===== src/rtl/tohost_monitor.sv =====
// tohost_monitor: riscv-tests tohost responder with watchdog.
// Ports: clk/rst; req_* bus in; req_ready/rsp_* bus out; done/pass/fail_testnum/timeout/cycle_count status.
module tohost_monitor #(
    parameter logic [31:0] TOHOST_ADDR = 32'h0000_1000,
    parameter logic [31:0] STATUS_ADDR = 32'h0000_1008,
    parameter int unsigned TIMEOUT     = 5000
) (
    input  logic        clk,
    input  logic        rst,
    input  logic        req_valid,
    input  logic        req_we,
    input  logic [31:0] req_addr,
    input  logic [31:0] req_wdata,
    output logic        req_ready,
    output logic        rsp_valid,
    output logic [31:0] rsp_rdata,
    output logic        done,
    output logic        pass,
    output logic [30:0] fail_testnum,
    output logic        timeout,
    output logic [31:0] cycle_count
);

    localparam logic [1:0] S_RUN     = 2'd0;
    localparam logic [1:0] S_PASS    = 2'd1;
    localparam logic [1:0] S_FAIL    = 2'd2;
    localparam logic [1:0] S_TIMEOUT = 2'd3;

    localparam logic [31:0] LAST = 32'(TIMEOUT - 1);

    logic [1:0]  state;
    logic [31:0] tohost_q;
    logic [31:0] rd_next;
    logic [31:0] status_word;
    logic        acc;
    logic        load;
    logic        hit_tohost;
    logic        hit_status;
    logic        running;
    logic        st_tohost;
    logic        term_store;
    logic        unused_addr;

    // Byte offset within the word is irrelevant to the decode.
    assign unused_addr = ^req_addr[1:0];

    // No wait states: everything outside reset is accepted at once.
    assign req_ready = !rst;

    assign acc        = req_valid && req_ready;
    assign load       = acc && !req_we;
    assign hit_tohost = req_addr[31:2] == TOHOST_ADDR[31:2];
    assign hit_status = req_addr[31:2] == STATUS_ADDR[31:2];
    assign running    = state == S_RUN;
    assign st_tohost  = acc && req_we && hit_tohost && running;
    assign term_store = st_tohost && req_wdata[0];

    assign status_word = {fail_testnum[28:0], timeout, pass, done};

    always_comb begin
        rd_next = '0;
        unique case (1'b1)
            hit_tohost: rd_next = tohost_q;
            hit_status: rd_next = status_word;
            default:    rd_next = '0;
        endcase
    end

    always_ff @(posedge clk) begin
        if (rst) begin
            state        <= S_RUN;
            tohost_q     <= '0;
            rsp_valid    <= 1'b0;
            rsp_rdata    <= '0;
            done         <= 1'b0;
            pass         <= 1'b0;
            fail_testnum <= '0;
            timeout      <= 1'b0;
            cycle_count  <= '0;
        end else begin
            rsp_valid <= load;
            if (load)
                rsp_rdata <= rd_next;

            if (running) begin
                // The terminating cycle itself still counts as a RUN cycle.
                cycle_count <= cycle_count + 32'd1;
                if (st_tohost)
                    tohost_q <= req_wdata;
                // A terminating store beats a watchdog expiry in the same cycle.
                if (term_store && req_wdata == 32'd1) begin
                    state <= S_PASS;
                    done  <= 1'b1;
                    pass  <= 1'b1;
                end else if (term_store) begin
                    state        <= S_FAIL;
                    done         <= 1'b1;
                    fail_testnum <= req_wdata[31:1];
                end else if (cycle_count == LAST) begin
                    state   <= S_TIMEOUT;
                    done    <= 1'b1;
                    timeout <= 1'b1;
                end
            end
        end
    end

endmodule


===== config.mk =====
export PLATFORM = sky130hd
export DESIGN_NAME = tohost_monitor
export DESIGN_NICKNAME = d
export VERILOG_FILES = /design/src/rtl/tohost_monitor.sv
export SDC_FILE = /design/constraint.sdc
export NUM_CORES = 1
export LEC_CHECK = 0
export ABC_AREA = 1
export CAP_MARGIN = 0
export CORE_AREA = 2 2 175 91
export CTS_CLUSTER_SIZE = 14
export DETAILED_ROUTE_END_ITERATION = 10
export DIE_AREA = 0 0 177 93
export PLACE_DENSITY = 0.77
export SYNTH_ARGS = -nofsm -noshare
export SYNTH_HDL_FRONTEND = slang
export SYNTH_SLANG_ARGS = --single-unit

===== constraint.sdc =====
create_clock -name clk -period 1.6 [get_ports clk]
set_input_delay 0.32 -clock clk [delete_from_list [all_inputs] [get_ports clk]]
set_output_delay 0.32 -clock clk [all_outputs]
set_load 0.005 [all_outputs]

## Yosys cells after proc, flatten, opt, wreduce, memory -nomap -nowiden

Index checks and enable logic that the tools add are counted.

| storage, ports and cells | value |
|---|---|
| flip-flop bits (word level) | 133 |
| latch bits | 0 |
| RAM bits | 0 |
| bits in read-only memories | 0 |
| input bits | 68 |
| output and inout bits | 100 |
| logic and storage cells | 39 |
| memories kept | 0 |

| operators by class | value |
|---|---|
| add/sub/neg operators | 1 |
| $mul | 0 |
| divide/modulo/power cells | 0 |
| $lt $le $gt $ge | 0 |
| eq/ne operators | 4 |
| shift-type cells | 0 |
| multiplexer cells | 7 |
| bitwise gates (word level) | 2 |
| reduce and logical (&&, ||, !) cells | 16 |

Operators with widths:

| operator | count |
|---|---|
| $pmux W32 S2 | 1 |
| $eq A30 B11 Y1 const B | 2 |
| $add A32 B1 Y32 const B | 1 |
| $eq A32 B1 Y1 const B | 1 |
| $eq A32 B13 Y1 const B | 1 |
| $logic_and A1 B1 Y1 | 7 |
| $mux W2 | 3 |
| $reduce_and A2 Y1 | 3 |
| $reduce_and A4 Y1 | 1 |
| $mux W1 | 3 |
| $reduce_and A3 Y1 | 1 |
| $reduce_bool A3 Y1 | 1 |
| $logic_not A1 Y1 | 2 |
| $logic_not A2 Y1 | 1 |
| $not A1 Y1 | 2 |

## Logic depth before layout (Yosys ltp)

Gate-level depths: netlist (run 1).

| logic depth | value |
|---|---|
| word-level depth | 9 |
| mapped depth | 11 |
| depth with buffers taken out | 11 |

## Least setup slack after synthesis (run 1)

OpenSTA, ideal clock, no wires.

| path | value |
|---|---|
| path type | reg2reg |
| start point | reg cycle_count[0] |
| end point | reg cycle_count[24] |
| setup time | 116 ps |
| arrival | 1532 ps |
| data required time | 1484 ps |
| setup slack | -48 ps |
| stages on the path, launching flop included | 11 |
| path buffers | 0 |
| clock period less this slack | 1648 ps |
| cells stage by stage | dfxtp_1 -> ha_1 -> inv_1 -> nor2_2 -> inv_1 -> nor3_2 -> nand2_1 -> inv_2 -> nand2_1 -> o21ai_0 -> nor2_1 |

| on the way | value |
|---|---|
| cells in the longest elaborated chain, start to end | 1 |

RTL lines:

| element | RTL line | source |
|---|---|---|
| start, declared | 21 | `output logic [31:0] cycle_count` |
| start signal, assigned | 87 | `cycle_count <= cycle_count + 32'd1;` |
| $add A32 B1 Y32 | 87 |  |

Every way passes these cells.
A chain may end at the register's enable or synchronous reset.

## Worst setup path after layout (run 1)

| path | value |
|---|---|
| start point | in req_addr[11] |
| end point | reg tohost_q[3] |

| on the way | value |
|---|---|
| cells in the longest elaborated chain, start to end | 4 |

RTL lines:

| element | RTL line | source |
|---|---|---|
| start, declared | 12 | `input logic [31:0] req_addr,` |
| $eq A30 B11 Y1 | 52 | `assign hit_tohost = req_addr[31:2] == TOHOST_ADDR[31:2];` |
| $logic_and A1 B1 Y1 (2 in series) | 55 | `assign st_tohost = acc && req_we && hit_tohost && running;` |
| $reduce_and A2 Y1 (no line) | n/a |  |
| end signal, assigned | 89 | `tohost_q <= req_wdata;` |
| end, declared | 32 | `logic [31:0] tohost_q;` |

Every way passes these cells.

==> results.yml, run 1 <==
yosys:
  synthDistinctLibCells: 29
  synth.most_common_cell: "nand2_1"
  synth_common_cells: "231 x nand2_1, 187 x inv_1, 183 x nor2_1"
  synth_top_cell_by_area: "dfxtp_1"
  synth_edf_count: 0
  synth_top_area_share_pct: 40.15
  synthCells: 1050
  yosys_warnings: 0
  synth_fp_nets: 1119
  ys.flop_type: "dfxtp_1"
  synth_area_leaders: "dfxtp_1 40%, nand2_1 13%, inv_1 11%"
  ys_ff_latch: 133
  async_flop_share_pct: 0
  ys_seq_area_share_pct: 40.15
  synth_area_um2: 6631
  syn_area_per_cell_um2: 6.316
clock_network:
  cts_tree: "yes"
  cts_buffers: 17
  cts.reportedPaths.clkPinSlew_ns: 0.06
  cts_root_buf: "clkbuf_16"
  insertion_delay_ns: 0.42
  cts-htree-levels: 4
  cts.sinks: 133
  clock_path_buffers: 2
timing:
  fin_hold_ws_ns: 0.3109
  rsz0062_at_grt: "true"
  fin_skew_ns: 0.01356
  worst_slack_ns: -0.05488
  worst_slew_pin_slew_ns: 0.4599
  tns_ns: -0.07677
  fmax_mhz: 604.3
  period_needed_ns: 1.655
  maxSlewHeadroom_pct: 69.34
  hold_viol: 0
  min_period_over_period_pct: 103.4
  setup_viol: 2
  final_max_slew_viol_count: 0
setup_path:
  critical_path.top_delay_family: "simple AND/OR/NAND/NOR gates"
  cp.required_ns: 1.88
  path_class: "in -> reg"
  end_kind: "register"
  cp_common_cell: "nand2_2"
  startpoint_type: "primary input"
  startpoint: "req_addr[11]"
  cp_slowest_cell: "o21ai_0"
  reg2reg_from: "state[0]$_SDFFE_PP0P_"
  worstPathArrival_ns: 1.93
  critical_path.max_stage_delay_ns: 0.29
  crit_buf_inv: 2
  crit_path_cell_trace: "dlygate4sd2_1 -> nor2_1 -> nand3_1 -> nor2_2 -> nand2_2 -> nor2_8 -> nand2_2 -> buf_12 -> o21ai_0 -> a21oi_1"
  path_max_fanout: 52
routing:
  drc: 0
  num_vias: 7842
  ant_nets: 0
  first_iter_violations: 840
  wl_per_cell_um: 16.24
  drtPass1Iterations: 5
  routed_wirelength_um: 25110
  viasPerCell: 5.072
place:
  dp.cells: 1482
  placed_area_um2: 9244
  hpwl_um: 16450
  dpl_worst_slack_ns: -0.5228
  place.gp.congestion: 0.9371
  port_buffers: 165
floorplan:
  die_x_um: 177
  dieArea_um2: 16460
  coreArea_um2: 15010
  io_pins: 168
  die_h_um: 93
  start_util_pct: 44.17
  rows: 32
power:
  p_per_area_nw_per_um2: 764.0
  power_mw: 8.164
  p_leak_nw: 5.837
  ir_drop_v: 0.0006877
hold_path:
  hp-class: "in -> reg"
  worstHoldStart: "req_wdata[6]"
cells_and_area:
  diodes: 0
  nFillCells: 1200
  syn_to_final_growth_pct: 61.15
  nNetsFinal: 1398
  design_area_um2: 10690
  drive_gt1_share_pct: 23.32
  final_core_util_pct: 71.18
  fin_cells: 1546
global_route:
  grt_pass1_vias: 6866
  grt_first_pass_wirelength_um: 35740
  grt_max_degree: 53
  antenna_found_initial: 0
  globalRouteTotalUtil_pct: 28.02
  gr-total-overflow: 0
run:
  max_cap_violations: 0
run_status:
  status: "finished with violations"
  violations: "negative setup slack"
==> power by group <==
part | internal, mW | switching, mW
clock | 2.34 | 1.65
combinational | 0.390 | 0.379
sequential | 3.37 | 0.0412
==> routing by layer <==
layer  up-vias  wire length, µm  GRT usage (%)  share of wire (%)
met5         -                0              0                  0
met4         0              301          5.716                1.2
met3        37             2728          7.724                 11
met2       379            10280          39.11                 41
met1      3611            11790          42.42                 47
li1       3815                -              -                  -
==> flip-flops by register name, indices dropped and copies added, names as in the netlist <==
name and flops:
done 1, tohost_q 32, timeout 1, rsp_valid 1
state 2, cycle_count 32, pass 1, fail_testnum 31
rsp_rdata 32
==> layout by cell type, fill, tap and decap left out, types with 10 or more instances in the layout <==
cell type and instances:
a21oi_1 55, buf_4 116, buf_6 10, clkbuf_16 22, clkdlybuf4s50_1 29, dfxtp_1 78
dfxtp_2 46, dlygate4sd2_1 54, dlymetal6s2s_1 78, inv_1 181, nand2_1 220, nand2_2 13
nand3_1 23, nand4_1 41, nor2_1 148, nor2_2 32, nor2_4 11, o21ai_0 94
==> final timing paths <==
path / slack (ns) / end / depth (start not counted)
max: -0.05 / tohost_q[3]$_SDFFE_PP0P_ / 10
max reg2reg: -0.02 / tohost_q[3]$_SDFFE_PP0P_ / 8
min reg2reg: 0.45 / tohost_q[11]$_SDFFE_PP0P_ / 2
min: 0.31 / tohost_q[6]$_SDFFE_PP0P_ / 3
==> kinds of logic after synthesis <==
kind of cell | synth area share (%)
compound gates | 12.30
xor+xnor | 0.1321
fa+ha+maj | 0.1886
buf+inv | 14.06
flops | 40.15
simple gates | 33.17
==> worst reg2reg max path, stage by stage, from the launching register on <==
cell and delay [ns]:
dfxtp_2 0.33, nor2_4 0.15, buf_6 0.16, nand3_4 0.11, inv_4 0.09, nand2_2 0.07, buf_12 0.19, o21ai_0 0.30
a21oi_1 0.09
==> cell type report <==
cell class,count,area [µm²],share of cell area [%]
Clock buffer,18,429.2,4.016
Clock inverter,14,162.7,1.522
Tap cell,204,255.2,2.388
Inverter,192,725.7,6.791
Multi-Input combinational cell,680,3297,30.85
Sequential cell,133,2754,25.77
Timing Repair Buffer,305,3063,28.66
==> repair_timing <==
action / 4_1_cts / 5_1_grt
cloned: 0 / 6
endpoints found under the setup margin: 131 / 157
pin swaps: 5 / 45
hold buffers: 0 / 0
resized for setup: 138 / 164
buffers inserted: 15 / 11
No activity file was read; power rests on OpenSTA's default activity.
==> run 2: changes to the inputs <==
Settings changed: RECOVER_POWER from default to 25, SKIP_CTS_REPAIR_TIMING from default to 1.
==> run 2 against run 1 <==
Effect of this change:
- the run still ends with negative setup slack left
- setup slack improved by 0.043 ns
- global-route usage fell by 0.62 points
- routed wire length rose by 1.8%
- cell area rose by 3.1%
- clock power barely moved
- maximum frequency rose by 2.6%
- sequential power barely moved
- largest cell class is now buffers
==> results.yml, run 2 (synthesis gave the netlist of run 1 again) <==
timing:
  rsz0062_at_grt: "true"
  period_needed_ns: 1.612
  maxSlewHeadroom_pct: 68.74
  final_max_slew_viol_count: 0
  hold_viol: 0
  min_period_over_period_pct: 100.8
  fin_hold_ws_ns: 0.3123
  worst_slew_pin_slew_ns: 0.4689
  setup_viol: 1
  worst_slack_ns: -0.01223
  tns_ns: -0.01223
  fmax_mhz: 620.3
  fin_skew_ns: 0.01392
run_status:
  status: "finished with violations"
  violations: "negative setup slack"
setup_path:
  startpoint_type: "primary input"
  cp.required_ns: 1.90
  path_class: "in -> reg"
  cp_slowest_cell: "clkdlybuf4s50_1"
  end_kind: "register"
  worstPathArrival_ns: 1.91
  path_max_fanout: 5
  critical_path.max_stage_delay_ns: 0.45
  crit_path_cell_trace: "clkdlybuf4s50_1 -> nor2_1 -> nand4_1 -> nor2_1 -> nand2_2 -> inv_2 -> nor2_4 -> buf_12 -> clkbuf_16 -> nor2_1 -> nor2_1"
  startpoint: "req_wdata[11]"
  reg2reg_from: "state[0]$_SDFFE_PP0P_"
  cp_common_cell: "nor2_1"
global_route:
  antenna_found_initial: 0
  gr-total-overflow: 0
  grt_pass1_vias: 6752
  grt_first_pass_wirelength_um: 35050
  globalRouteTotalUtil_pct: 27.41
  grt_max_degree: 53
cells_and_area:
  multi_input_area_um2: 3327
  final_core_util_pct: 73.37
  final_cell_mix: "217 x nand2_1, 175 x inv_1, 150 x nor2_1"
  fin_cells: 1548
  diodes: 0
  reg_top3: "cycle_count: 32 flops, rsp_rdata: 32 flops, tohost_q: 32 flops"
  syn_to_final_growth_pct: 66.11
  nNetsFinal: 1400
  nFillCells: 1139
  drive_gt1_share_pct: 24.48
  final_common_cell: "nand2_1"
  regArea_um2: 2771
floorplan:
  io_pins: 168
  die_h_um: 93
  dieArea_um2: 16460
  coreArea_um2: 15010
  die_x_um: 177
  rows: 32
  start_util_pct: 44.17
routing:
  drtPass1Iterations: 5
  viasPerCell: 5.152
  num_vias: 7976
  drc: 0
  ant_nets: 0
  wl_per_cell_um: 16.51
  first_iter_violations: 855
  routed_wirelength_um: 25560
clock_network:
  insertion_delay_ns: 0.42
  cts_tree: "yes"
  cts-htree-levels: 4
  cts.reportedPaths.clkPinSlew_ns: 0.06
  cts_root_buf: "clkbuf_16"
  cts.sinks: 133
  clock_path_buffers: 2
  cts_buffers: 17
power:
  p_per_area_nw_per_um2: 741.7
  power_mw: 8.171
  p_leak_nw: 6.643
  ir_drop_v: 0.0006563
hold_path:
  worstHoldStart: "req_wdata[6]"
  hp-class: "in -> reg"
place:
  hpwl_um: 16450
  port_buffers: 165
  dp.cells: 1482
  place.gp.congestion: 0.9371
run:
  max_cap_violations: 0
## run 2: cell types whose count changed in the layout (fill, tap and decap cells not counted), moves of 4 or more
cell / before / now
dlymetal6s2s_1: 78 / 139
dlygate4sd2_1: 54 / 0
inv_1: 181 / 175
o21ai_1: 9 / 3
dfxtp_4: 9 / 14
inv_2: 9 / 14
nor2_2: 32 / 27
dfxtp_1: 78 / 74
nand3_2: 2 / 6
## run 2: final cells by class
cell class	instances	area share, %
timing repair buffer	307	30.34
multi-input combinational	680	30.20
sequential	133	25.16
inverter	192	6.611
clock buffer	18	3.896
tap	204	2.317
clock inverter	14	1.477
## run 2: worst paths after layout
check | cells after the start | to | slack, ns
max | 11 | fail_testnum[14]$_SDFFE_PP0P_ | -0.01
min | 3 | tohost_q[6]$_SDFFE_PP0P_ | 0.31
max reg2reg | 10 | fail_testnum[0]$_SDFFE_PP0P_ | 0.01
min reg2reg | 2 | tohost_q[24]$_SDFFE_PP0P_ | 0.45
## run 2: report_power, final
group,leakage [nW],switching [mW],internal [mW]
Clock,0.277,1.65,2.34
Combinational,5.25,0.379,0.403
Sequential,1.11,0.0434,3.36
## run 2: per-stage QoR
step | area, µm² | setup slack, ns
finish | 11020 | -0.01223
global route | 11020 | -0.03391
CTS | 9836 | -0.2653
detailed placement | 9244 | -0.5228
global placement | 9244 | -0.4266
floorplan | 6633 | 0.01971
## run 2: layer usage
metal / vias up / wire length, µm / GRT usage (%) / share of wire, %
met3: 30 / 3240 / 7.724 / 13
met4: 0 / 205 / 5.372 / 0.80
li1: 3828 / - / - / -
met5: - / 0 / 0 / 0
met1: 3676 / 11550 / 41.57 / 45
met2: 442 / 10570 / 38.10 / 41
## run 2: critical path: cells and delay by family
family / cells / cell delay (ns)
buffers and inverters: 4 / 0.82
AND/OR/NAND/NOR: 7 / 0.75
==> run 3: changes to the inputs <==
Settings changed: SKIP_CTS_REPAIR_TIMING 1 to default.
==> run 3 against run 2 <==
Effect of this change:
- the run still ends with negative setup slack left
- total power barely moved
- via count fell by 1.6%
- non-clock buffer count fell by 2
- global-route usage rose by 0.62 points
- clock power barely moved
- die area did not move
- cell area fell by 3.7%
- register-to-register slack got worse by 0.02 ns
- critical path depth fell by 1
- flip-flop and latch count did not move
==> results.yml, run 3 (synthesis gave the netlist of run 1 again) <==
setup_path:
  cp.required_ns: 1.88
  path_max_fanout: 52
  cp_common_cell: "nand2_2"
  crit_path_cell_trace: "dlygate4sd2_1 -> nor2_1 -> nand3_1 -> nor2_2 -> nand2_2 -> nor2_8 -> nand2_2 -> buf_12 -> o21ai_0 -> a21oi_1"
  path_class: "in -> reg"
  reg2reg_slack_ns: -0.01
  r2r_cells: 8
  startpoint_type: "primary input"
  worstSetupEndpoint: "tohost_q[3]$_SDFFE_PP0P_"
  worstPathArrival_ns: 1.93
  critical_path.max_stage_delay_ns: 0.29
  reg2reg_from: "state[0]$_SDFFE_PP0P_"
  end_kind: "register"
  cp_slowest_cell: "o21ai_0"
  startpoint: "req_addr[11]"
  rr_endpoint: "tohost_q[3]$_SDFFE_PP0P_"
timing:
  maxSlewHeadroom_pct: 68.79
  fin_skew_ns: 0.01338
  final_max_slew_viol_count: 0
  min_period_over_period_pct: 103.0
  tns_ns: -0.06255
  period_needed_ns: 1.648
  hold_viol: 0
  setup_viol: 2
  worst_slack_ns: -0.04766
  rsz0062_at_grt: "true"
  fmax_mhz: 606.9
  worst_slew_pin_slew_ns: 0.4681
clock_network:
  cts-htree-levels: 4
  clock_path_buffers: 2
  cts_root_buf: "clkbuf_16"
  cts_buffers: 17
  insertion_delay_ns: 0.42
  cts.reportedPaths.clkPinSlew_ns: 0.06
  cts.sinks: 133
  cts_tree: "yes"
  cts_hold_buf: 0
cells_and_area:
  design_area_um2: 10610
  reg_top3: "cycle_count: 32 flops, rsp_rdata: 32 flops, tohost_q: 32 flops"
  final_common_cell: "nand2_1"
  drive_gt1_share_pct: 22.28
  multi_input_area_um2: 3297
  nFillCells: 1229
  nNetsFinal: 1398
  regArea_um2: 2735
  diodes: 0
  final_cell_mix: "220 x nand2_1, 181 x inv_1, 148 x nor2_1"
  syn_to_final_growth_pct: 59.94
power:
  power_switching_mw: 2.068
  ir_drop_v: 0.0006869
  power_mw: 8.165
  p_sw_share_pct: 25.32
  p_leak_nw: 5.444
  p_int_mw: 6.097
  p_seq_share_pct: 41.8
  p_per_area_nw_per_um2: 769.8
  power.share.clock_pct: 48.8
  power_frac_comb_pct: 9.4
floorplan:
  start_util_pct: 44.17
  dieArea_um2: 16460
  io_pins: 168
  die_x_um: 177
  die_h_um: 93
  coreArea_um2: 15010
  rows: 32
routing:
  drtPass1Iterations: 5
  viasPerCell: 5.078
  wl_per_cell_um: 16.17
  first_iter_violations: 809
  drc: 0
  num_vias: 7851
  ant_nets: 0
  routed_wirelength_um: 24990
hold_path:
  hp-class: "in -> reg"
  worstHoldStart: "req_wdata[6]"
global_route:
  gr-usage-met1_pct: 42.42
  gr-total-overflow: 0
  grt.met2_usage_pct: 39.11
  globalRouteTotalUtil_pct: 28.02
  antenna_found_initial: 0
  grtUsageMet3_pct: 7.724
  grt_max_degree: 53
  grt_pass1_vias: 6866
  grt_first_pass_wirelength_um: 35740
  gr-max-usage-layer: "met1"
place:
  hpwl_um: 16450
  place.gp.congestion: 0.9371
  port_buffers: 165
  placed_area_um2: 9244
run:
  max_cap_violations: 0
run_status:
  status: "finished with violations"
  violations: "negative setup slack"
==> run 3: timing repair <==
item,4_1_cts,5_1_grt
endpoints found under the setup margin,131,157
gates resized for setup,138,164
setup buffers,15,11
endpoints found under the hold margin,0,0
pin swaps,5,45
cloned,0,6
==> run 3: critical path: cells and delay by family <==
family | cells | cell delay (ns)
buffers and inverters | 2 | 0.43
and+or+nand+nor | 6 | 0.78
AOI/OAI and AO/OA | 2 | 0.37
==> run 3: through the flow <==
step                std cells  setup slack (ns)  hold WS (ns)  utilization [%]
floorplan                1050           0.01971        0.4245                -
global route             1546           -0.1536        0.3543            70.64
finish                   1546          -0.04766        0.3124            70.64
detailed placement       1482           -0.5228        0.4393            61.57
global placement         1482           -0.4266        0.4345            61.57
CTS                      1529          -0.01043        0.4474            66.66
==> run 3: worst min-delay path by stage <==
stage                     slack (ns)  cells past startpoint                         to
after floorplan                 0.42                      2  tohost_q[10]$_SDFFE_PP0P_
after global placement          0.43                      2  tohost_q[18]$_SDFFE_PP0P_
after detailed placement        0.44                      2   tohost_q[3]$_SDFFE_PP0P_
after CTS                       0.45                      2   tohost_q[3]$_SDFFE_PP0P_
after global routing            0.35                      3   tohost_q[6]$_SDFFE_PP0P_
final                           0.31                      3   tohost_q[6]$_SDFFE_PP0P_
==> run 3: area by class of cell <==
class / count / share of cell area [%]
clock buffer: 18 / 4.046
clock inverter: 14 / 1.534
inverter: 192 / 6.842
multi-input combinational: 680 / 31.08
sequential: 133 / 25.79
tap: 204 / 2.407
timing repair buffer: 305 / 28.30
==> run 3: layer usage <==
metal	wire length, µm	vias up
met5	0	-
met4	329	0
met3	2887	41
met2	10210	429
met1	11570	3571
li1	-	3810
==> run 3: power by group through the flow <==
stage                     Clock, mW  Sequential, mW  Combinational, mW
final                          3.99            3.41              0.766
after global routing           4.18            3.42              0.836
after CTS                      3.99            3.41              0.761
after detailed placement          0            3.49              0.769
after global placement            0            3.49              0.758
after floorplan                   0            3.50              0.263
